`src/rtl/dit_fetch.sv`:
```
// dit_fetch: clocked reader for the bit-reversed sample store.
// Walks slots 0..FFT_VLEN-1 in natural order through the store's
// choose/get read interface and hands each sample to the first butterfly
// stage on a valid/ready stream carrying index and last-flag sideband.
//
// Ports:
//   clk, rst         clock; asynchronous active-high reset
//   start            request one frame fetch (sampled only in IDLE)
//   store_choose     slot select to the store (MSB tied 0)
//   store_get        one-cycle read strobe; store latches on its rising edge
//   store_data       store read output
//   out_data/out_index/out_last/out_valid, out_ready   sample stream
//   busy             high whenever not IDLE
//   done             one-cycle pulse after the last handshake of a frame
module dit_fetch #(
  parameter int ADC_DATLEN    = 12,
  parameter int FFT_VLEN      = 16,
  parameter int FFT_VLEN_LOG2 = 4
) (
  input  logic                     clk,
  input  logic                     rst,
  input  logic                     start,
  output logic [FFT_VLEN_LOG2:0]   store_choose,
  output logic                     store_get,
  input  logic [ADC_DATLEN-1:0]    store_data,
  output logic [ADC_DATLEN-1:0]    out_data,
  output logic [FFT_VLEN_LOG2-1:0] out_index,
  output logic                     out_valid,
  input  logic                     out_ready,
  output logic                     out_last,
  output logic                     busy,
  output logic                     done
);

  typedef enum logic [2:0] {
    S_IDLE, S_SETUP, S_STROBE, S_CAPTURE, S_PRESENT, S_DONE
  } state_t;

  localparam logic [FFT_VLEN_LOG2-1:0] LAST_IDX = FFT_VLEN_LOG2'(FFT_VLEN - 1);

  state_t                   state_q, state_d;
  logic [FFT_VLEN_LOG2-1:0] cnt_q, cnt_d;
  logic [FFT_VLEN_LOG2:0]   choose_q, choose_d;
  logic                     get_q, get_d;
  logic [ADC_DATLEN-1:0]    data_q, data_d;
  logic [FFT_VLEN_LOG2-1:0] index_q, index_d;
  logic                     valid_q, valid_d;
  logic                     last_q, last_d;
  logic                     busy_q, busy_d;
  logic                     done_q, done_d;

  always_comb begin
    state_d = state_q;
    cnt_d   = cnt_q;
    get_d   = 1'b0;
    data_d  = data_q;
    index_d = index_q;
    valid_d = valid_q;
    last_d  = last_q;
    done_d  = 1'b0;
    unique case (state_q)
      S_IDLE: begin
        if (start) begin
          cnt_d   = '0;
          state_d = S_SETUP;
        end
      end
      S_SETUP: begin
        // strobe goes high in the following cycle, after choose has
        // already been stable for a full cycle
        get_d   = 1'b1;
        state_d = S_STROBE;
      end
      S_STROBE: state_d = S_CAPTURE;
      S_CAPTURE: begin
        data_d  = store_data;
        index_d = cnt_q;
        last_d  = (cnt_q == LAST_IDX);
        valid_d = 1'b1;
        state_d = S_PRESENT;
      end
      S_PRESENT: begin
        if (valid_q && out_ready) begin
          valid_d = 1'b0;
          if (last_q) begin
            done_d  = 1'b1;
            state_d = S_DONE;
          end else begin
            cnt_d   = cnt_q + 1'b1;
            state_d = S_SETUP;
          end
        end
      end
      S_DONE:  state_d = S_IDLE;
      default: state_d = S_IDLE;
    endcase
    // choose mirrors the counter, so it only moves on entry to SETUP and
    // stays put across SETUP, STROBE and CAPTURE
    choose_d = {1'b0, cnt_d};
    busy_d   = (state_d != S_IDLE);
  end

  always_ff @(posedge clk or posedge rst) begin
    if (rst) begin
      state_q  <= S_IDLE;
      cnt_q    <= '0;
      choose_q <= '0;
      get_q    <= 1'b0;
      data_q   <= '0;
      index_q  <= '0;
      valid_q  <= 1'b0;
      last_q   <= 1'b0;
      busy_q   <= 1'b0;
      done_q   <= 1'b0;
    end else begin
      state_q  <= state_d;
      cnt_q    <= cnt_d;
      choose_q <= choose_d;
      get_q    <= get_d;
      data_q   <= data_d;
      index_q  <= index_d;
      valid_q  <= valid_d;
      last_q   <= last_d;
      busy_q   <= busy_d;
      done_q   <= done_d;
    end
  end

  assign store_choose = choose_q;
  assign store_get    = get_q;
  assign out_data     = data_q;
  assign out_index    = index_q;
  assign out_valid    = valid_q;
  assign out_last     = last_q;
  assign busy         = busy_q;
  assign done         = done_q;

endmodule

```
`config.mk`:
```
export PLATFORM = sky130hd
export DESIGN_NAME = dit_fetch
export DESIGN_NICKNAME = d
export VERILOG_FILES = /design/src/rtl/dit_fetch.sv
export SDC_FILE = /design/constraint.sdc
export NUM_CORES = 1
export LEC_CHECK = 0
export ABC_AREA = 1
export BUFFER_PORTS_ARGS = -buffer_cell sky130_fd_sc_hd__buf_4
export CAP_MARGIN = 25
export CORE_ASPECT_RATIO = 0.7
export CORE_MARGIN = 2
export CORE_UTILIZATION = 52
export DETAILED_ROUTE_END_ITERATION = 10
export PLACE_DENSITY = 0.83
export SETUP_SLACK_MARGIN = 0.05
export SLEW_MARGIN = 20
export SYNTH_ARGS = -nofsm -noshare
export SYNTH_HDL_FRONTEND = slang
export SYNTH_SLANG_ARGS = --single-unit
export TNS_END_PERCENT = 100
```
`constraint.sdc`:
```
create_clock -name clk -period 2.2 [get_ports clk]
set_clock_uncertainty 0.2 [all_clocks]
set_input_delay 0.11 -clock clk [delete_from_list [all_inputs] [get_ports clk]]
set_output_delay 0.11 -clock clk [all_outputs]
set_load 0.01 [all_outputs]
```
==> impl_metrics.json <==
{
  "outcome": "complete, no violations",
  "worstSetupEndpointType": "register",
  "via_per_inst": 4.79,
  "fp-row-count": 14,
  "grt_pass1_vias": 1048,
  "vias": 1111,
  "synthToLayoutAreaGrowth_pct": 40.4,
  "ir_drop_mv": 0.511,
  "leakagePower_nw": 0.960,
  "grt_start_max_net_pins": 29,
  "layout.nets": 219,
  "ys.flop_type": "dfrtp_1",
  "period_minus_slack_ns": 1.50,
  "port_buffers": 40,
  "wl_met2_um": 1450,
  "start_util_pct": 55.9,
  "power_w": 0.00188,
  "critPathLaunch": "state_q[2]$_DFF_PP0_",
  "cts_setup_buffers": 0,
  "drt_drc_violations_left": 0,
  "first_iter_violations": 55,
  "async_reset_ff_share_pct": 100,
  "firstDrtPassIters": 4,
  "die-height_um": 44.4,
  "max_cap_violations": 0,
  "hold_slack_ns": 0.206,
  "start_kind": "register",
  "hold_path.class": "in2async",
  "layout.cells.non_filler": 232,
  "grt_usage_pct": 23.5,
  "fin_crit_sh_pct": 68.2,
  "gp_congestion": 0.836,
  "clockBufferDepth": 2,
  "yosysWarnings": 0,
  "wl_um": 2930,
  "rsz0062_at_grt": "no",
  "overflow": 0,
  "max_freq_mhz": 666,
  "finalSetupTns_ns": 0,
  "met1_length_um": 1280,
  "synth_top_family_by_area": "simple AND/OR/NAND/NOR gates",
  "setup_viol": 0,
  "dieArea_sq_um": 2740,
  "top_layer_used": "met4",
  "avgRoutedWirePerCell_um": 12.6,
  "fin_util_pct": 78.5,
  "path_clk_slew_ns": 0.14,
  "ys_seq_area_share_pct": 57.7,
  "path_class": "reg2reg",
  "dpl.hpwl_um": 1920,
  "ys_ff_latch": 28,
  "root_buffer": "clkbuf_4",
  "dieWidth_um": 61.7,
  "reg2reg_from": "state_q[2]$_DFF_PP0_",
  "core_area_sq_um": 2170,
  "drv_slew": 0,
  "cts.sinks": 28,
  "cp_data_arrival_time_ns": 1.55,
  "muxShareOfSynthArea_pct": 0,
  "io_pins": 42,
  "placed_cells": 214,
  "p_per_area_nw_per_um2": 1100,
  "synthAdderAreaFrac_pct": 1.03,
  "diodes": 0,
  "antenna_found_initial": 0,
  "syn_area_sq_um": 1210,
  "synth-edff-count": 0,
  "synth-xor-area-share_pct": 0,
  "grt_pass1_wl_um": 4700,
  "synthSimpleGateAreaFrac_pct": 32.5,
  "ant_nets": 0,
  "syn-num-nets": 161,
  "wl_met3_um": 179,
  "hold_violations": 0,
  "cts_buffers": 3,
  "cts_tree": "done",
  "synth-compound-area-share_pct": 1.34,
  "yosysUniqueCellTypes": 16,
  "avgSynthCellArea_sq_um": 8.43,
  "insertion_delay_ns": 0.32,
  "cp.required_ns": 2.25,
  "cts_max_level": 1,
  "synth_cells": 144,
  "drive_gt1_share_pct": 26.0,
  "worstPathMaxFanout": 16
}
[state kept, by name, indices dropped and copies added (netlist names)]
signal	count
done	1
store_choose	4
busy	1
out_valid	1
state_q	3
store_get	1
out_last	1
out_data	12
out_index	4
[path summary, 6_finish.rpt]
check	to	slack, ns	cells after the start
max	out_last$_DFFE_PP0N_	0.70	5
min	out_data[5]$_DFFE_PP0N_	0.21	4
max reg2reg	out_last$_DFFE_PP0N_	0.70	5
min reg2reg	out_data[3]$_DFFE_PP0N_	0.30	2
max in group asynchronous	out_data[3]$_DFFE_PP0N_	1.33	4
min in group clk	out_data[3]$_DFFE_PP0N_	0.30	2
[where the power goes]
part           switching (W)  internal, W  total [W]
Combinational       0.000461     0.000369   0.000830
Clock               0.000141    0.0000642   0.000206
Sequential          0.000145     0.000696   0.000841
[worst max-delay path, cell delays in order (launching register included)]
cell and delay [ns]:
dfrtp_1 0.46, inv_2 0.13, nand3_2 0.16, inv_2 0.26, nand2_1 0.12, o22ai_1 0.11
[layer usage]
metal	vias up	GRT usage [%]
li1	547	-
met2	38	38.7
met1	524	32.1
met3	2	5.56
met5	-	0
met4	0	4.26
[synth_stat cells (2+ instances only)]
cell type | count | share of area [%]
inv_2 | 2 | 0.62
nand3_2 | 3 | 2.5
nand3_1 | 8 | 3.3
nor2_1 | 10 | 3.1
dfrtp_1 | 28 | 58
inv_1 | 11 | 3.4
buf_6 | 2 | 1.9
nand2_1 | 70 | 22
buf_4 | 2 | 1.2
o21ai_0 | 2 | 0.82
[layout by cell type (no fill, tap or decap), drive strengths merged]
master and count:
clkbuf 3, buf 42, o22ai 1, dfrtp 28, nand3 11, ha 1
conb 1, dlygate4sd3 15, nand2 71, nand4 1, o21ai 2, inv 13
nor2 11
[metrics by stage]
stage                     setup WS (ns)  instance area [sq um]
after global placement            0.820                   1530
final                             0.699                   1700
after CTS                         0.709                   1700
after detailed placement          0.737                   1530
after floorplan                   0.908                   1210
after global routing              0.546                   1700
[area by class of cell]
type | count | area [sq um]
timing repair buffer | 57 | 465
multi-input combinational | 99 | 427
tap | 32 | 40.0
sequential | 28 | 701
clock buffer | 3 | 22.5
fill | 148 | 468
inverter | 13 | 48.8
[timing repair]
item                       in CTS  in global routing
hold buffers                   15                  0
hold endpoints to repair       42                  0
setup endpoints to repair       0                  0
resized for setup               0                  0
[kinds of logic after synthesis]
| logic type | Yosys count |
|---|---|
| and+or+nand+nor | 94 |
| DFF | 28 |
| buffers and inverters | 17 |
| AOI/OAI and AO/OA | 3 |
| adders and majority gates | 1 |
| other | 1 |
Note: power is estimated with default switching activity, not from simulation.
